`config.mk`:
```
export PLATFORM = sky130hd
export DESIGN_NAME = mem_arbiter
export DESIGN_NICKNAME = d
export VERILOG_FILES = /design/src/rtl/mem_arbiter.sv
export SDC_FILE = /design/constraint.sdc
export NUM_CORES = 1
export LEC_CHECK = 0
export ABC_CLOCK_PERIOD_IN_PS = 2009
export CORE_MARGIN = 10
export CORE_UTILIZATION = 37
export CTS_CLUSTER_SIZE = 24
export DETAILED_ROUTE_END_ITERATION = 10
export PLACE_DENSITY = 0.91
export SLEW_MARGIN = 30
export SYNTH_ARGS = -nofsm -noshare
export SYNTH_HDL_FRONTEND = slang
export SYNTH_SLANG_ARGS = --single-unit
export TNS_END_PERCENT = 5
```
`constraint.sdc`:
```
create_clock -name clk -period 2.01 [get_ports clk]
set_clock_uncertainty 0.1 [all_clocks]
set_input_delay 0.402 -clock clk [delete_from_list [all_inputs] [get_ports clk]]
set_output_delay 0.402 -clock clk [all_outputs]
set_load 0.05 [all_outputs]
```
`src/rtl/mem_arbiter.sv`:
```
// -----------------------------------------------------------------------------
// mem_arbiter
// Shares a single memory command port between an instruction-fetch requester
// and a load/store requester.
//
// The data side normally wins arbitration. A starvation counter guarantees
// that a waiting fetch gets the port after STARVE_MAX consecutive data grants.
// A fetch can be killed (branch redirect) while pending or in flight. A killed
// in-flight fetch still runs to mem_done, but no if_ack is produced for it.
//
// Ports
//   clk, rst_n                         clock, asynchronous active-low reset
//   if_req/if_addr/if_kill             fetch request side
//   if_ack/if_rdata                    fetch completion (one-cycle pulse)
//   dm_req/dm_we/dm_be/dm_addr/dm_wdata load/store request side
//   dm_ack/dm_rdata                    load/store completion (one-cycle pulse)
//   mem_req/mem_we/mem_be/mem_addr/mem_wdata   registered shared command
//   mem_done/mem_rdata                 memory completion and read data
//   stall_if/stall_mem                 stall indications to the hazard unit
// -----------------------------------------------------------------------------
module mem_arbiter #(
    parameter int AW         = 32,
    parameter int DW         = 32,
    parameter int STARVE_MAX = 4
) (
    input  logic            clk,
    input  logic            rst_n,
    input  logic            if_req,
    input  logic [AW-1:0]   if_addr,
    input  logic            if_kill,
    output logic            if_ack,
    output logic [DW-1:0]   if_rdata,
    input  logic            dm_req,
    input  logic            dm_we,
    input  logic [DW/8-1:0] dm_be,
    input  logic [AW-1:0]   dm_addr,
    input  logic [DW-1:0]   dm_wdata,
    output logic            dm_ack,
    output logic [DW-1:0]   dm_rdata,
    output logic            mem_req,
    output logic            mem_we,
    output logic [DW/8-1:0] mem_be,
    output logic [AW-1:0]   mem_addr,
    output logic [DW-1:0]   mem_wdata,
    input  logic            mem_done,
    input  logic [DW-1:0]   mem_rdata,
    output logic            stall_if,
    output logic            stall_mem
);

    localparam int BW = DW / 8;

    typedef enum logic [1:0] {
        IDLE    = 2'd0,
        IF_BUSY = 2'd1,
        DM_BUSY = 2'd2
    } state_t;

    state_t          r_state;
    logic            r_mem_req;
    logic            r_mem_we;
    logic [BW-1:0]   r_mem_be;
    logic [AW-1:0]   r_mem_addr;
    logic [DW-1:0]   r_mem_wdata;
    logic [3:0]      r_starve_cnt;
    logic            r_killed;

    logic            w_idle;
    logic            w_if_busy;
    logic            w_dm_busy;
    logic            w_starved;
    logic            w_grant_if;
    logic            w_grant_dm;
    logic            w_if_dead;

    assign w_idle    = (r_state == IDLE);
    assign w_if_busy = (r_state == IF_BUSY);
    assign w_dm_busy = (r_state == DM_BUSY);
    assign w_starved = (r_starve_cnt == 4'(STARVE_MAX));

    // Data side has priority unless the fetch has waited STARVE_MAX grants.
    // A fetch being killed this cycle is never granted; the data side then
    // takes the port even when the counter is saturated.
    assign w_grant_if = w_idle & if_req & ~if_kill & (~dm_req | w_starved);
    assign w_grant_dm = w_idle & dm_req & ~w_grant_if;

    // A kill arriving in the very cycle of mem_done must also suppress the ack,
    // so the live if_kill is folded in alongside the registered flag.
    assign w_if_dead = r_killed | if_kill;

    assign if_ack   = w_if_busy & mem_done & ~w_if_dead;
    assign if_rdata = if_ack ? mem_rdata : '0;
    assign dm_ack   = w_dm_busy & mem_done;
    assign dm_rdata = (dm_ack & ~r_mem_we) ? mem_rdata : '0;

    assign stall_if  = if_req & ~if_ack;
    assign stall_mem = dm_req & ~dm_ack;

    assign mem_req   = r_mem_req;
    assign mem_we    = r_mem_we;
    assign mem_be    = r_mem_be;
    assign mem_addr  = r_mem_addr;
    assign mem_wdata = r_mem_wdata;

    always_ff @(posedge clk or negedge rst_n) begin
        if (!rst_n) begin
            r_state      <= IDLE;
            r_mem_req    <= 1'b0;
            r_mem_we     <= 1'b0;
            r_mem_be     <= '0;
            r_mem_addr   <= '0;
            r_mem_wdata  <= '0;
            r_starve_cnt <= '0;
            r_killed     <= 1'b0;
        end else begin
            case (r_state)
                IDLE: begin
                    r_killed <= 1'b0;
                    if (w_grant_if) begin
                        r_state     <= IF_BUSY;
                        r_mem_req   <= 1'b1;
                        r_mem_we    <= 1'b0;
                        r_mem_be    <= '0;
                        r_mem_addr  <= if_addr;
                        r_mem_wdata <= '0;
                    end else if (w_grant_dm) begin
                        r_state     <= DM_BUSY;
                        r_mem_req   <= 1'b1;
                        r_mem_we    <= dm_we;
                        r_mem_be    <= dm_be;
                        r_mem_addr  <= dm_addr;
                        r_mem_wdata <= dm_wdata;
                    end
                end
                IF_BUSY: begin
                    if (if_kill) begin
                        r_killed <= 1'b1;
                    end
                    if (mem_done) begin
                        r_state   <= IDLE;
                        r_mem_req <= 1'b0;
                        r_killed  <= 1'b0;
                    end
                end
                DM_BUSY: begin
                    if (mem_done) begin
                        r_state   <= IDLE;
                        r_mem_req <= 1'b0;
                    end
                end
                default: begin
                    r_state   <= IDLE;
                    r_mem_req <= 1'b0;
                    r_killed  <= 1'b0;
                end
            endcase

            // Starvation counter counts data grants that overtook a live fetch.
            if (!if_req || w_grant_if) begin
                r_starve_cnt <= '0;
            end else if (w_grant_dm && !if_kill && !w_starved) begin
                r_starve_cnt <= r_starve_cnt + 4'd1;
            end
        end
    end

endmodule
```
==> key figures <==
Run status
  • Status: complete, but fails checks
  • Violated checks: setup timing

Timing
  • Setup-failing EPs final: 67
  • Final worst-path cycle share: 116%
  • RSZ-0062 raised after global routing: yes
  • Final Max Tran Viols: 0
  • Hold Worst Slack: 393 ps
  • Slew margin rel.: between 60% and 70%
  • Highest clock rate: 429 MHz
  • Post-layout minimum cycle time: 2330 ps
  • Worst Max-Slew Pin Slew: 577 ps
  • Final hold violation count: 0
  • Setup ws final: -323 ps

Finish
  • Share of cells above drive strength 1: 35.8%
  • Fin util: roughly 74%
  • N_diodes: 0
  • Design area: 8460 sq um
  • Filler instances: 743
  • Post-Layout Cell Count: 898
  • Nets: 894
  • Synthesis-to-finish area growth: 94.9%

Drt
  • Drt pass-1 iters: 4
  • Routed vias: 4961
  • Drt via density: 5.52
  • DRC Markers: 0
  • Final wirelength: 20100 microns
  • Post-DRT Antenna Nets: 0
  • DRT iter0 DRCs: 254
  • Routed wire per std cell: ~22 microns

Worst setup path
  • CP Capture Type: output port
  • CP max stage cell: clkdlybuf4s50_1
  • Critical path, cell by cell: clkdlybuf4s50_1, and4bb_4, clkbuf_16, and2_2, buf_12
  • Crit-path max cell delay: 570 ps
  • Crit Path Category: primary input to output port
  • WP buf/inv: 3
  • Reg2Reg Depth: 8
  • Crit path max fanout: 16
  • R2r startpoint: r_state[0]
  • Capturing point of the worst reg2reg path: mem_addr[19]
  • Worst path required time: 1510 ps
  • Reg2Reg Setup Slack: 80 ps
  • CP arrival: 1830 ps
  • CP top delay family: buffers and inverters
  • CP Launch Type: primary input

Synthesis
  • Area leader, netlist: dfrtp_1
  • Mapped Area: 4340 sq um
  • Seq cells post-synth: 77
  • Top post-synthesis cells by area: dfrtp_1, and2_1, a22o_1
  • Main combinational cell family by area after synthesis: compound AO/OA/AOI/OAI gates
  • Ys async rst share: 100%
  • Syn Inst Count: 475
  • EDFF count, synth: 0
  • Adder-cell share of the synthesized area: 1.44%
  • Average size of a mapped cell: slightly above 9 sq um
  • Commonest cells in the netlist: dfrtp_1, and2_1, nand2_1
  • Mux cell area share after synthesis: 0%
  • Post-synthesis cell type count: 33
  • Ys flop type: dfrtp_1
  • Dominant cell by count in the synthesized netlist: dfrtp_1
  • Sequential area share after synthesis: 44.4%
  • Synth top area share: 44.4%
  • Simple-gate share of the synthesized area: a little under a quarter
  • Compound-Gate Fraction of Synth Area: 24.3%
  • Synthesis Warnings: 0
  • Synth Area in XOR/XNOR: 0%
  • Post-Syn Nets: 619

Clock tree
  • Skew-Pair Late Insertion Delay: 330 ps
  • CTS max path bufs: 2
  • H-tree depth: 3
  • Clock-pin slew on the worst setup and hold paths: 60 ps
  • CTS tree: yes
  • Clock sinks: 77
  • CTS Root Buffer Type: clkbuf_16
  • Num CTS Buffers: 9

Global routing
  • First-pass GRT wire length: approximately 29000 microns
  • Vias in the first global route: 5140
  • Initial antenna violation count: 0
  • Overall routing resource usage: around 22%
  • Global route overflow: 0
  • Largest net degree at the start of global routing: 53

Placed design
  • Hpwl dp: 14600 microns
  • Placement Cell Area: 7870 sq um
  • Input/output buffers: ~280
  • Inst Count DP: between 800 and 900
  • RD Place Congestion: 0.918

Worst hold path
  • HP Start: mem_req
  • Hold Crit Depth: 1
  • Worst Hold Class: flip-flop to flip-flop
  • Hold Path End: mem_req

Power
  • Maximum VDD drop: around 1.2 mV
  • Pwr/cell area: 1430 nW/um^2
  • Leakage dissipation: 3.59 nW
  • Total power: around 12 mW

Die
  • Core ar.: 11500 sq um
  • I/O pin count: 277
  • Die Height: 128 microns
  • Row cnt: 39
  • Die area: 16500 sq um
  • Initial Util: a little under two fifths
  • Die Wd: 128 microns

Run
  • MaxCap Viol Count: 0
[stage by stage]
step,setup slack [ps],TNS (ps)
floorplan,-25.4,-751
global placement,-230,-10980
detailed placement,-237,-13410
CTS,-278,-17420
global route,-367,-21550
finish,-323,-17940
[flip-flops by register name (all words and copies together), names as in the netlist]
name / cells
r_state: 2
mem_wdata: 32
r_starve_cnt: 4
mem_req: 1
mem_addr: 32
mem_be: 4
mem_we: 1
r_killed: 1
[final cells by class]
type / count / area, sq um / area share (%)
multi-input cells: 342 / 2340 / 27.7
clock inverters: 5 / 36.3 / 0.429
well taps: 143 / 179 / 2.11
repair buffers: 312 / 3710 / 43.8
flip-flops and latches: 77 / 1930 / 22.8
inverters: 8 / 30.0 / 0.355
clock buffers: 11 / 243 / 2.87
[cells by family after synthesis]
group	Yosys count
and+or+nand+nor	190
AOI/OAI and AO/OA	147
DFF	77
buffers and inverters	56
adders and majority gates	5
[timing repair]
action / in CTS / in global routing
buffers inserted: 0 / 3
hold buffers: 1 / 0
endpoints found under the hold margin: 41 / 0
resized for setup: 14 / 60
cloned: 0 / 4
pin swaps: 0 / 18
setup endpoints to repair: 67 / 70
[how the worst max path moves through the flow]
stage,depth (start not counted),end,slack [ps],start
5_1_grt,6,if_rdata[24],-370,r_state[1]
2_1_floorplan,3,stall_if,-30,r_state[0]
6_report,5,if_rdata[24],-320,mem_done
3_5_place_dp,6,dm_rdata[19],-240,mem_done
3_3_place_gp,6,dm_rdata[19],-230,mem_done
4_1_cts,7,dm_rdata[16],-280,r_state[0]
[placed cells by master (no fill, tap or decap), types with 6 or more instances in the layout]
| master | netlist | final |
|---|---|---|
| clkbuf_16 | 0 | 12 |
| clkdlybuf4s50_1 | 0 | 136 |
| a21oi_1 | 35 | 35 |
| a211oi_1 | 32 | 29 |
| buf_4 | 4 | 92 |
| dfrtp_1 | 77 | 77 |
| nor2_1 | 36 | 35 |
| o211ai_1 | 32 | 32 |
| and2_2 | 0 | 7 |
| a22o_1 | 37 | 37 |
| and2_4 | 0 | 58 |
| nand4_1 | 32 | 32 |
| inv_1 | 8 | 6 |
| nand2_1 | 40 | 38 |
| buf_12 | 0 | 77 |
[power by group]
part | switching (mW) | internal (mW)
registers | 0.546 | 2.28
clock network | 0.644 | 0.870
logic | 4.92 | 2.81
total | 6.11 | 5.95
[per-layer routing]
metal | track usage [%] | wire [microns]
met5 | 0 | 0
met4 | 7.55 | 439
met2 | 39.8 | 10900
met3 | 5.21 | 1380
met1 | 24.0 | 7370
Power figures use the tool's default switching activity.
